### config.mk
export PLATFORM = sky130hd
export DESIGN_NAME = if_fetch_queue_flat
export DESIGN_NICKNAME = d
export VERILOG_FILES = /design/src/rtl/if_fetch_queue_if.sv /design/src/rtl/if_fetch_queue.sv /design/src/flat_wrapper.sv
export SDC_FILE = /design/constraint.sdc
export NUM_CORES = 1
export LEC_CHECK = 0
export BUFFER_PORTS_ARGS = -buffer_cell sky130_fd_sc_hd__buf_2
export CORE_MARGIN = 3
export CORE_UTILIZATION = 50
export DETAILED_ROUTE_END_ITERATION = 6
export PLACE_DENSITY = 0.79
export SETUP_SLACK_MARGIN = 0.15
export SYNTH_ARGS = -nofsm -noshare
export SYNTH_HDL_FRONTEND = slang
export SYNTH_SLANG_ARGS = --single-unit
### constraint.sdc
create_clock -name clk -period 3.4 [get_ports clk]
set_input_delay 0.17 -clock clk [delete_from_list [all_inputs] [get_ports clk]]
set_output_delay 0.17 -clock clk [all_outputs]
set_load 0.03 [all_outputs]
### src/rtl/if_fetch_queue_if.sv
// Bundle of the fetch queue's ROM-side and decode-side signals.
// master: the fetch queue itself. slave: the ROM model and decode stage around it.
interface if_fetch_queue_if #(
  parameter int AW = 2
);

  // ROM side
  logic        rom_ce_o;
  logic [31:0] rom_addr_o;
  logic [31:0] rom_data_i;

  // Redirect from downstream
  logic        flush_i;
  logic [31:0] flush_pc_i;

  // Decode side
  logic        inst_valid_o;
  logic [31:0] inst_o;
  logic [31:0] pc_o;
  logic        id_ready_i;

  // Status and performance counters
  logic [AW:0] count_o;
  logic [31:0] perf_fetch_o;
  logic [31:0] perf_flush_o;

  modport master (
    output rom_ce_o,
    output rom_addr_o,
    input  rom_data_i,
    input  flush_i,
    input  flush_pc_i,
    output inst_valid_o,
    output inst_o,
    output pc_o,
    input  id_ready_i,
    output count_o,
    output perf_fetch_o,
    output perf_flush_o
  );

  modport slave (
    input  rom_ce_o,
    input  rom_addr_o,
    output rom_data_i,
    output flush_i,
    output flush_pc_i,
    input  inst_valid_o,
    input  inst_o,
    input  pc_o,
    output id_ready_i,
    input  count_o,
    input  perf_fetch_o,
    input  perf_flush_o
  );

endinterface

### src/rtl/if_fetch_queue.sv
// Instruction fetch queue between the instruction ROM and decode.
// Owns the fetch PC, reads one instruction per cycle from a combinational ROM and
// buffers {pc, inst} pairs in a first-word-fall-through FIFO drained by a
// valid/ready handshake. A flush discards the queue and restarts fetch at a new PC.
// Optional feature macro: IFQ_PERF_EN enables push and flush event counters;
// without it perf_fetch_o/perf_flush_o read as zero.
module if_fetch_queue #(
  parameter int          DEPTH    = 4,
  parameter int          AW       = 2,
  parameter logic [31:0] RESET_PC = 32'h0000_0000
) (
  input logic            clk,
  input logic            rst,    // synchronous, active-low
  if_fetch_queue_if.master bus
);

  localparam logic [AW:0]   DEPTH_C = (AW+1)'(DEPTH);
  localparam logic [AW:0]   CNT_ONE = (AW+1)'(1);
  localparam logic [AW-1:0] PTR_ONE = AW'(1);

  // Queue state
  logic [31:0]   fetch_pc;
  logic [AW-1:0] wr_ptr;
  logic [AW-1:0] rd_ptr;
  logic [AW:0]   count;
  logic [31:0]   pc_mem   [DEPTH];
  logic [31:0]   inst_mem [DEPTH];

  // Handshake terms
  logic        active;
  logic        full;
  logic        head_valid;
  logic        push;
  logic        pop;
  logic [AW:0] count_next;
  logic [31:0] flush_target;

  // Handshake and occupancy decode; a flush or reset blocks both push and pop.
  always_comb begin
    // NOTE: every signal gets a default first so no path leaves it unassigned,
    // which would otherwise infer a latch.
    active       = 1'b0;
    full         = 1'b0;
    head_valid   = 1'b0;
    push         = 1'b0;
    pop          = 1'b0;
    count_next   = count;
    flush_target = bus.flush_pc_i & ~32'h0000_0003;

    active     = rst & ~bus.flush_i;
    full       = (count == DEPTH_C);
    head_valid = active & (count != '0);
    pop        = head_valid & bus.id_ready_i;
    // A full queue may still fetch when the head leaves in the same cycle.
    push       = active & (~full | pop);

    unique case ({push, pop})
      2'b10:   count_next = count + CNT_ONE;
      2'b01:   count_next = count - CNT_ONE;
      default: count_next = count;
    endcase
  end

  // Control state: fetch PC, pointers and occupancy, with reset above flush.
  always_ff @(posedge clk) begin
    // NOTE: sequential state is updated with non-blocking assignments so every
    // register samples pre-edge values regardless of statement order.
    if (!rst) begin
      fetch_pc <= RESET_PC;
      wr_ptr   <= '0;
      rd_ptr   <= '0;
      count    <= '0;
    end else if (bus.flush_i) begin
      fetch_pc <= flush_target;
      wr_ptr   <= '0;
      rd_ptr   <= '0;
      count    <= '0;
    end else begin
      if (push) begin
        fetch_pc <= fetch_pc + 32'd4;
        wr_ptr   <= wr_ptr + PTR_ONE;
      end
      if (pop) begin
        rd_ptr <= rd_ptr + PTR_ONE;
      end
      count <= count_next;
    end
  end

  // Entry storage: writes the fetched pair into the tail slot.
  always_ff @(posedge clk) begin
    // NOTE: the entry array carries no reset; count and the pointers decide
    // which slots are meaningful, so stale contents are never presented as valid.
    if (push) begin
      pc_mem[wr_ptr]   <= fetch_pc;
      inst_mem[wr_ptr] <= bus.rom_data_i;
    end
  end

  // Outputs: the ROM address is the fetch PC; the head is read through (FWFT).
  assign bus.rom_ce_o     = push;
  assign bus.rom_addr_o   = fetch_pc;
  assign bus.inst_valid_o = head_valid;
  assign bus.inst_o       = inst_mem[rd_ptr];
  assign bus.pc_o         = pc_mem[rd_ptr];
  assign bus.count_o      = count;

`ifdef IFQ_PERF_EN
  logic [31:0] perf_fetch;
  logic [31:0] perf_flush;

  // Event counters: pushes and flush cycles, cleared only by reset, free-wrapping.
  always_ff @(posedge clk) begin
    if (!rst) begin
      perf_fetch <= '0;
      perf_flush <= '0;
    end else begin
      if (push) begin
        perf_fetch <= perf_fetch + 32'd1;
      end
      if (bus.flush_i) begin
        perf_flush <= perf_flush + 32'd1;
      end
    end
  end

  assign bus.perf_fetch_o = perf_fetch;
  assign bus.perf_flush_o = perf_flush;
`else
  assign bus.perf_fetch_o = 32'h0;
  assign bus.perf_flush_o = 32'h0;
`endif

endmodule

### src/flat_wrapper.sv
// flat-port wrapper written by rule: the top's interface ports become plain ports
module if_fetch_queue_flat 
#(
  parameter int          DEPTH    = 4,
  parameter int          AW       = 2,
  parameter logic [31:0] RESET_PC = 32'h0000_0000
)
  (clk, rst, bus_rom_ce_o, bus_rom_addr_o, bus_rom_data_i, bus_flush_i, bus_flush_pc_i, bus_inst_valid_o, bus_inst_o, bus_pc_o, bus_id_ready_i, bus_count_o, bus_perf_fetch_o, bus_perf_flush_o);
  if_fetch_queue_if #(.AW(AW)) bus_i ();
  input logic clk;
  input logic rst;
  output wire logic [$bits(bus_i.rom_ce_o)-1:0] bus_rom_ce_o;
  output wire logic [$bits(bus_i.rom_addr_o)-1:0] bus_rom_addr_o;
  input wire logic [$bits(bus_i.rom_data_i)-1:0] bus_rom_data_i;
  input wire logic [$bits(bus_i.flush_i)-1:0] bus_flush_i;
  input wire logic [$bits(bus_i.flush_pc_i)-1:0] bus_flush_pc_i;
  output wire logic [$bits(bus_i.inst_valid_o)-1:0] bus_inst_valid_o;
  output wire logic [$bits(bus_i.inst_o)-1:0] bus_inst_o;
  output wire logic [$bits(bus_i.pc_o)-1:0] bus_pc_o;
  input wire logic [$bits(bus_i.id_ready_i)-1:0] bus_id_ready_i;
  output wire logic [$bits(bus_i.count_o)-1:0] bus_count_o;
  output wire logic [$bits(bus_i.perf_fetch_o)-1:0] bus_perf_fetch_o;
  output wire logic [$bits(bus_i.perf_flush_o)-1:0] bus_perf_flush_o;
  assign bus_rom_ce_o = bus_i.rom_ce_o;
  assign bus_rom_addr_o = bus_i.rom_addr_o;
  assign bus_i.rom_data_i = bus_rom_data_i;
  assign bus_i.flush_i = bus_flush_i;
  assign bus_i.flush_pc_i = bus_flush_pc_i;
  assign bus_inst_valid_o = bus_i.inst_valid_o;
  assign bus_inst_o = bus_i.inst_o;
  assign bus_pc_o = bus_i.pc_o;
  assign bus_i.id_ready_i = bus_id_ready_i;
  assign bus_count_o = bus_i.count_o;
  assign bus_perf_fetch_o = bus_i.perf_fetch_o;
  assign bus_perf_flush_o = bus_i.perf_flush_o;
  if_fetch_queue #(.DEPTH(DEPTH), .AW(AW), .RESET_PC(RESET_PC)) u_core (.clk(clk), .rst(rst), .bus(bus_i));
endmodule
### After elaboration in Yosys (flattened, before gate mapping)

Memory sizes are Yosys's and may differ from the RTL's. A register that Yosys moved wholly into a read port is not among the register bits.
Cells that the tools add are included.

| operators by class | value |
|---|---|
| add/sub/neg operators | 5 |
| equality and inequality tests | 3 |
| bitwise logic cells | 8 |
| multiplexer cells | 9 |
| reductions and logical operators | 4 |

Operators with widths:

| cell | number |
|---|---|
| $mux W32 | 2 |
| $add A32 B3 Y32 const B | 1 |
| $mux W2 | 4 |
| $pmux W3 S2 | 1 |
| $add A2 B1 Y2 const B | 2 |
| $and A1 B1 Y1 | 4 |
| $reduce_bool A2 Y1 | 2 |
| $add A3 B1 Y3 const B | 1 |
| $eq A3 B3 Y1 const B | 1 |
| $not A1 Y1 | 3 |
| $reduce_bool A3 Y1 | 1 |
| $sub A3 B1 Y3 const B | 1 |
| $eq A2 B1 Y1 const B | 1 |
| $eq A2 B2 Y1 const B | 1 |
| $mux W1 | 2 |
| $reduce_or A2 Y1 | 1 |
| $or A1 B1 Y1 | 1 |

| storage, ports and cells | value |
|---|---|
| register bits | 39 |
| input port bits | 68 |
| output and inout bits | 165 |
| memories kept | 2 |
| bits in writable memories | 256 |
| word-level logic and storage cells | 36 |

Memories:

| name | words | bits a word | rd ports | clocked after memory_dff | write ports | RTL line | RTL |
|---|---|---|---|---|---|---|---|
| u_core.inst_mem | 4 | 32 | 1 | 1 | 1 | if_fetch_queue.sv:27 | `logic [31:0] inst_mem [DEPTH];` |
| u_core.pc_mem | 4 | 32 | 1 | 1 | 1 | if_fetch_queue.sv:26 | `logic [31:0] pc_mem [DEPTH];` |

### Longest topological paths before layout

Gate-level depths: netlist of run 1.

| depth | value |
|---|---|
| depth in word-level cells | 8 |
| gate-level depth with buffers | 9 |
| depth with buffers taken out | 7 |

### Worst setup path after synthesis of run 1

No wires, ideal clock.

| path | value |
|---|---|
| kind | flip-flop to flip-flop |
| start | register u_core.count[0], in the netlist u_core.bus.count_o[0] |
| end | memory u_core.inst_mem[0][0] (enable) |
| required time | 2.973 ns |
| path buffers | 2 |
| library setup time | 0.427 ns |
| setup slack | 0.079 ns |
| clock period less this slack | 3.321 ns |
| arrival time | 2.895 ns |
| cell stages (with the launch flop) | 7 |
| cells stage by stage | dfxtp_1 inv_1 ha_1 nand3b_1 buf_2 buf_2 and3_1 |

| between the ends | value |
|---|---|
| longest elaborated chain between the ends | 7 |
| elaborated cells between the ends (all ways) | 9 |
| classes of those cells | eq/ne (1); mux (2); bitwise (5); reduce/logical (1) |

RTL lines:

| what | RTL line | RTL |
|---|---|---|
| from (decl) | if_fetch_queue.sv:25 | `logic [AW:0] count;` |
| from (signal assigned) | if_fetch_queue.sv:86 | `count <= count_next;` |
| $reduce_bool A3 Y1 | if_fetch_queue.sv:52 | `head_valid = active & (count != '0);` |
| $and A1 B1 Y1 | if_fetch_queue.sv:52 |  |
| $and A1 B1 Y1 | if_fetch_queue.sv:53 | `pop = head_valid & bus.id_ready_i;` |
| $or A1 B1 Y1 (*) | if_fetch_queue.sv:55 | `push = active & (~full \| pop);` |
| $and A1 B1 Y1 (*) | if_fetch_queue.sv:55 |  |
| $mux W1 (*) | if_fetch_queue.sv:94 | `if (push) begin` |
| $mux W1 (not written as such) (*) | if_fetch_queue.sv:96 | `inst_mem[wr_ptr] <= bus.rom_data_i;` |
| to (decl) | if_fetch_queue.sv:27 |  |

Every way passes the cells marked *; elsewhere a longest branch is shown, timed or not.

### Final worst setup path of run 1

| path | value |
|---|---|
| start | register u_core.count[0], in the netlist u_core.bus.count_o[0] |
| end | register u_core.fetch_pc[25], in the netlist u_core.bus.rom_addr_o[25] |

| between the ends | value |
|---|---|
| longest elaborated chain between the ends | 6 |
| elaborated cells between the ends (all ways) | 8 |
| classes of those cells | eq/ne (1); bitwise (5); reduce/logical (2) |

RTL lines:

| what | RTL line | RTL |
|---|---|---|
| $reduce_bool A3 Y1 | if_fetch_queue.sv:52 |  |
| $and A1 B1 Y1 | if_fetch_queue.sv:52 |  |
| $and A1 B1 Y1 | if_fetch_queue.sv:53 |  |
| $or A1 B1 Y1 (*) | if_fetch_queue.sv:55 |  |
| $and A1 B1 Y1 (*) | if_fetch_queue.sv:55 |  |
| $reduce_bool A2 Y1 (no source line) (*) | -- |  |
| to (signal assigned) | if_fetch_queue.sv:74 | `fetch_pc <= flush_target;` |
| to (signal assigned) | if_fetch_queue.sv:80 | `fetch_pc <= fetch_pc + 32'd4;` |
| to (decl) | if_fetch_queue.sv:22 | `logic [31:0] fetch_pc;` |

Marked as above.
A chain may end at the register's enable or synchronous reset.

==> metrics.csv, run 1 <==
stage,metric,value,unit
worst_setup_path,crit_chain,"inv_1, ha_1, nand3b_1, buf_4, and4_1, nand4_4, or3_1, a31oi_1",
clock_network,cts.clk_slew.worst_paths,0.06,ns
routing,dr.first_iter.drc_count,336,
power,ir_drop,322,uV
synth,ys_types,44,
synth,synth_area_leaders,"edfxtp_1 64%, mux4_2 12%, dfxtp_1 6.7%, buf_4 4.5%, xor2_1 1.1%",
worst_setup_path,crit_type,flop to flop,
floorplanning,die_height,158,um
floorplanning,start_util,0.511,
routing,wirelength,23.5,mm
routing,ant_nets,0,
clock_network,cts_tree,done,
timing,min_period,2.37,ns
timing,finalHoldViolCount,0,
worst_setup_path,cp_slowest_cell,dfxtp_1,
min_path,min_path_type,input port to flop,
worst_setup_path,required,3.85,ns
synth,yosysTopAreaCellShare,0.641,
floorplanning,core,22700,um^2
timing,drv_slew,0,
routing,wl_per_cell,19.7,um
clock_network,cts_max_level,1,
layout,fillers,1661,
synth,syn-cell-area,11600,um^2
timing,tightest_slew,1.03,ns
global_route,grt_remaining_overflow,0,
global_route,grt_pass1_vias,6267,
global_route,track_usage,0.183,
power,p_leak,5.05,nW
clock_network,clock_path_buffers,3,
worst_setup_path,cpLargestDelayFamily,simple AND/OR/NAND/NOR gates,
timing,fin_crit_sh,0.696,
worst_setup_path,start_kind,flop,
floorplanning,io_pins,233,
clock_network,cts_resized,0,
layout,final-seq-area,8240,um^2
layout,area_growth,21.2,%
worst_setup_path,critPathMaxStageDelay,0.39,ns
global_route,grt_pass1_wl,35.2,mm
synth,synthFlopType,edfxtp_1,
clock_network,cts_buffers,29,
power,p_switching,0.00175,W
placed_design,port-buffer-count,162,
worst_setup_path,crit_path_end_kind,flop,
clock_network,insertion_delay,0.53,ns
worst_setup_path,worstPathMaxFanout,11,
synth,post-synth-top-count-cell,edfxtp_1,
synth,synth-edff-count,248,
global_route,grt_antenna_before_repair,0,
run_status,status,"complete, no violations",
timing,setup_viol,0,
synth,syn_avg_cell_area,17.8,um^2
routing,vias,6338,
timing,rsz0062_at_grt,false,
layout,diodes,0,
timing,fmax,0.422,GHz
timing,fin_setup_tns,0,ns
routing,drc_errors,0,
synth,postSynthCellCount,651,
power,p_clk_frac,0.389,
clock_network,cts-root-buf,clkbuf_16,
worst_setup_path,path_buf_inv,2,
flow_run,maxCapViolations,0,
global_route,grt_max_degree,63,
layout,final_core_util,0.619,
timing,finClkSkew,0.0121,ns
synth,ys_warn_count,0,
layout,nNetsFinal,962,
routing,first_pass_iters,4,
power,netSwitchingFraction,0.230,
floorplanning,die_area,25100,um^2
placed_design,globalplace.congestion,0.776,
power,p_comb_frac,0.085,
synth,synth_common_cells,"248 x edfxtp_1, 69 x buf_4, 62 x mux4_2, 39 x dfxtp_1, 24 x o21ai_0",
timing,relSlewSlack,0.311,
floorplanning,rows,55,
synth,ys_async_sr_fraction,0,
power,p_seq_frac,0.527,
synth,synth_top_area_cell,edfxtp_1,
power,cellInternalPower,0.00584,W
routing,vias_per_cell,5.32,
floorplanning,die_x,158,um
placed_design,dp_hpwl,14.5,mm
power,p_per_area,540,nW/um^2
clock_network,cts_sinks,287,
layout,final_layout_size_suffix_gt1_frac,0.326,
synth,synth_seq_cells,287,
worst_setup_path,cp.arrival,2.81,ns
layout,multiInputGateArea,3000,um^2
synth,seq_area_frac_synth,0.709,
-- final timing paths --
check	startpoint	to	slack, ns	depth (start not counted)
worst min-delay path	bus_id_ready_i	flop	0.03	4
worst min register to register	u_core.wr_ptr[1]$_SDFFE_PN0P_	u_core.wr_ptr[1]$_SDFFE_PN0P_	0.50	2
worst max-delay path	u_core.bus.count_o[0]$_SDFFE_PN0P_	u_core.bus.rom_addr_o[25]$_SDFFE_PN0P_	1.03	8
worst max register to register	u_core.bus.count_o[0]$_SDFFE_PN0P_	u_core.bus.rom_addr_o[25]$_SDFFE_PN0P_	1.03	8
-- worst reg2reg max path, cell delays in order, from the launching register on --
cell and delay, ns:
dfxtp_1 0.39, inv_1 0.06, ha_1 0.26, nand3b_1 0.36, buf_4 0.27, and4_1 0.33
nand4_4 0.14, or3_1 0.33, a31oi_1 0.15
-- placed cells by master, fill, tap and decap left out, drive strengths merged, types with 9 or more instances in the layout --
cell type    instances
a21oi               21
nand3               15
edfxtp             248
conb                68
xnor2               14
nand2               18
xor2                15
buf                175
nand4               14
clkinv              15
nor2                10
mux4                62
o21ai               24
dfxtp               39
and3                 9
and2                10
dlygate4sd3         60
clkbuf              32
-- flip-flops by register name, indices dropped and copies added (netlist names), named ones only --
register,cells
u_core.bus.rom_addr_o,30
u_core.inst_mem,128
u_core.rd_ptr,2
u_core.bus.count_o,3
u_core.wr_ptr,2
u_core.pc_mem,120
-- metal layers --
metal | share of wire | track usage | up-vias | wire (um)
li1 | - | - | 2888 | -
met1 | 0.41 | 0.247 | 3155 | 9760
met2 | 0.50 | 0.310 | 256 | 11800
met3 | 0.062 | 0.0288 | 39 | 1470
met4 | 0.023 | 0.0533 | 0 | 532
met5 | 0 | 0 | - | 0
-- layout make-up --
type,instances,share of cell area
Clock inverter,19,0.0105
Tap cell,285,0.0253
Inverter,6,0.00160
Multi-Input combinational cell,328,0.213
Timing Repair Buffer,235,0.112
Clock buffer,32,0.0524
Sequential cell,287,0.585
-- what timing repair did --
item,CTS,global route
hold buffers,60,0
setup buffers,0,0
hold endpoints to repair,156,0
-- stage by stage --
step	worst slack (ns)	instances	area, um^2	hold WS, ns	total power (W)
floorplan	0.764	718	11900	0.269	0.00452
global placement	1.10	1081	12600	0.386	0.00465
detailed placement	1.05	1081	12600	0.392	0.00466
CTS	1.01	1192	14100	0.00768	0.00766
global route	0.862	1192	14100	0.0505	0.00787
finish	1.03	1192	14100	0.0295	0.00759
-- power groups by stage --
stage	logic (W)	registers, W	clock network [W]
3_3_place_gp	0.000583	0.00407	0
5_1_grt	0.000687	0.00401	0.00317
3_5_place_dp	0.000589	0.00407	0
6_report	0.000642	0.00400	0.00295
2_1_floorplan	0.000424	0.00410	0
4_1_cts	0.000645	0.00400	0.00302
-- logic make-up (layout without fill, tap and decap cells) --
group	count (synthesis)	after routing	share of synthesized area
DFF	287	287	0.709
muxes	64	64	0.122
adders and majority gates	7	7	0.00754
xor gates and xnor gates	29	29	0.0219
and+or+nand+nor	104	104	0.0552
other	1	68	0.000323
AOI/OAI and AO/OA	56	56	0.0278
buffers and inverters	103	292	0.0566
Power figures use the tool's default switching activity.
==> inputs of run 2 (changes only) <==
clock period = 2.2 ns   (was 3.4 ns; I/O delays follow)
==> run 2 against run 1 <==
Compared with the run above: die area did not move; register-to-register slack lost 0.72 ns; clock-buffer cell count up 6; utilization is 3.2 points higher; sequential power up 53%; flip-flop and latch count unchanged; non-clock buffer count up 35; wire length grew 7.3%; critical endpoint is now bus_inst_o[15]; combinational power is 84% higher; first-iteration DRC count up 18%; worst hold slack better by 0.0086 ns.
==> metrics.csv, run 2 (synthesized netlist as in run 1, its figures left out) <==
stage,metric,value,unit
run_status,status,"complete, no violations",
power,p_switching,0.00270,W
power,p_leak,5.38,nW
routing,vias_per_cell,5.30,
power,p_comb_frac,0.099,
worst_setup_path,r2r-start,u_core.bus.rom_addr_o[5]$_SDFFE_PN0P_,
floorplanning,rows,55,
global_route,grt.met2_usage,0.317,
worst_setup_path,critPathMaxStageDelay,0.52,ns
clock_network,clock_path_buffers,3,
layout,final_layout_size_suffix_gt1_frac,0.353,
routing,dr.first_iter.drc_count,398,
global_route,grt_max_degree,51,
clock_network,insertion_delay,0.53,ns
layout,multiInputGateArea,3000,um^2
worst_setup_path,crit_chain,"buf_12, clkbuf_16, mux4_2, buf_6",
global_route,busiest_layer,met2,
timing,finalHoldViolCount,0,
floorplanning,die_height,158,um
global_route,use_met1,0.260,
clock_network,cts_tree,done,
routing,first_pass_iters,4,
layout,final_common_cell,edfxtp_1,
clock_network,cts_sinks,287,
global_route,track_usage,0.189,
worst_setup_path,r2r_end,u_core.bus.rom_addr_o[25]$_SDFFE_PN0P_,
clock_network,cts_max_level,1,
worst_setup_path,worstPathMaxFanout,6,
routing,ant_nets,0,
flow_run,maxCapViolations,0,
global_route,grt_antenna_before_repair,0,
layout,mostFrequentLayoutCells,"248 x edfxtp_1, 116 x buf_2, 68 x conb_1",
routing,wirelength,25.3,mm
worst_setup_path,ff2ff_setup_slack,0.31,ns
placed_design,dp_hpwl,15.0,mm
placed_design,port-buffer-count,162,
layout,diodes,0,
layout,fillers,1557,
worst_setup_path,cp-endpoint,bus_inst_o[15],
global_route,met3_usage,0.0372,
worst_setup_path,path_buf_inv,3,
power,ir_drop,473,uV
timing,fmax,0.488,GHz
power,p_clk_frac,0.389,
routing,wl_per_cell,20.6,um
layout,largest_register_ffs,128,
worst_setup_path,start_kind,flop,
worst_setup_path,cpLargestDelayFamily,multiplexers,
clock_network,cts.clk_slew.worst_paths,0.06,ns
floorplanning,die_area,25100,um^2
routing,vias,6507,
timing,finClkSkew,0.0141,ns
worst_setup_path,crit_type,flop to primary output,
global_route,grt_pass1_wl,36.4,mm
clock_network,cts_buffers,28,
floorplanning,die_x,158,um
timing,min_period,2.05,ns
worst_setup_path,crit_path_end_kind,primary output,
timing,fin_setup_tns,0,ns
min_path,worstHoldStart,bus_flush_pc_i[31],
worst_setup_path,cp_slowest_cell,mux4_2,
clock_network,cts-root-buf,clkbuf_16,
layout,regMostFlops,u_core.inst_mem,
power,p_per_area,809,nW/um^2
layout,final-seq-area,8240,um^2
worst_setup_path,ff2ff_path_depth,5,
worst_setup_path,required,2.09,ns
floorplanning,start_util,0.511,
global_route,grt_remaining_overflow,0,
layout,nNetsFinal,996,
layout,area_growth,27.5,%
floorplanning,io_pins,233,
power,cellInternalPower,0.00927,W
placed_design,globalplace.congestion,0.787,
worst_setup_path,worstSetupPathDepth,4,
timing,rsz0062_at_grt,true,
placed_design,placed_cells_incl_taps,1104,
power,netSwitchingFraction,0.226,
timing,drv_slew,0,
floorplanning,core,22700,um^2
timing,fin_crit_sh,0.931,
global_route,grt_pass1_vias,6507,
min_path,min_path_type,input port to flop,
layout,stdcell_count,1228,
routing,drc_errors,0,
worst_setup_path,cp.arrival,1.94,ns
power,p_seq_frac,0.512,
timing,setup_viol,0,
==> run 2: cell count changes in the layout (fill, tap and decap cells not counted), sizes merged <==
cell,before,now
buf,175,203
dlygate4sd3,60,62
clkinv,15,12
clkbuf,32,43
clkinvlp,2,0
==> run 2: what timing repair did <==
item | in CTS | in global routing
hold buffers | 62 | 0
endpoints found under the setup margin | 63 | 60
resized for setup | 1 | 130
gates cloned | 0 | 5
hold endpoints to repair | 160 | 0
buffers inserted | 3 | 2
==> run 2: layout make-up <==
cell class | count | area share
flip-flops and latches | 287 | 0.557
multi-input cells | 328 | 0.203
repair buffers | 270 | 0.153
clock buffers | 38 | 0.0540
well taps | 285 | 0.0241
clock inverters | 14 | 0.00769
inverters | 6 | 0.00152
==> run 2: worst min-delay path by stage <==
stage / cells past startpoint / slack (ns) / end
5_1_grt: 4 / 0.04 / u_core.bus.rom_addr_o[31]$_SDFFE_PN0P_
2_1_floorplan: 0 / 0.21 / u_core.inst_mem[0][0]$_DFFE_PP_
6_report: 4 / 0.04 / u_core.bus.rom_addr_o[31]$_SDFFE_PN0P_
3_5_place_dp: 1 / 0.33 / u_core.inst_mem[1][7]$_DFFE_PP_
4_1_cts: 4 / 0.0008 / u_core.bus.rom_addr_o[31]$_SDFFE_PN0P_
3_3_place_gp: 1 / 0.33 / u_core.inst_mem[3][7]$_DFFE_PP_
==> run 2: layer usage <==
metal,share of wire,vias to the layer above
met5,0,-
met1,0.40,3238
met4,0.0089,0
met3,0.076,22
li1,-,2971
met2,0.51,276
==> run 2: power by group through the flow <==
| stage | registers (W) | clock network, W | logic (W) |
|---|---|---|---|
| 3_3_place_gp | 0.00624 | 0 | 0.000989 |
| 2_1_floorplan | 0.00633 | 0 | 0.000659 |
| 3_5_place_dp | 0.00625 | 0 | 0.00100 |
| 6_report | 0.00613 | 0.00466 | 0.00118 |
| 5_1_grt | 0.00615 | 0.00499 | 0.00126 |
| 4_1_cts | 0.00614 | 0.00476 | 0.00110 |
==> run 2: stage by stage <==
| step | setup slack, ns | power (W) | utilization | hold slack, ns | cell area (um^2) |
|---|---|---|---|---|---|
| CTS | 0.0884 | 0.0120 | 0.634 | 0.000788 | 14400 |
| global placement | 0.347 | 0.00723 | 0.565 | 0.325 | 12800 |
| finish | 0.152 | 0.0120 | 0.652 | 0.0381 | 14800 |
| detailed placement | 0.312 | 0.00726 | 0.565 | 0.329 | 12800 |
| floorplan | 0.166 | 0.00699 | - | 0.209 | 11900 |
| global route | 0.0912 | 0.0124 | 0.652 | 0.0357 | 14800 |
==> run 2: worst register-to-register path: stages, from the launching register on <==
cell,delay (ns)
dfxtp_1,0.50
and4_4,0.33
and4_1,0.38
nand4_4,0.13
or3_1,0.32
a31oi_1,0.16
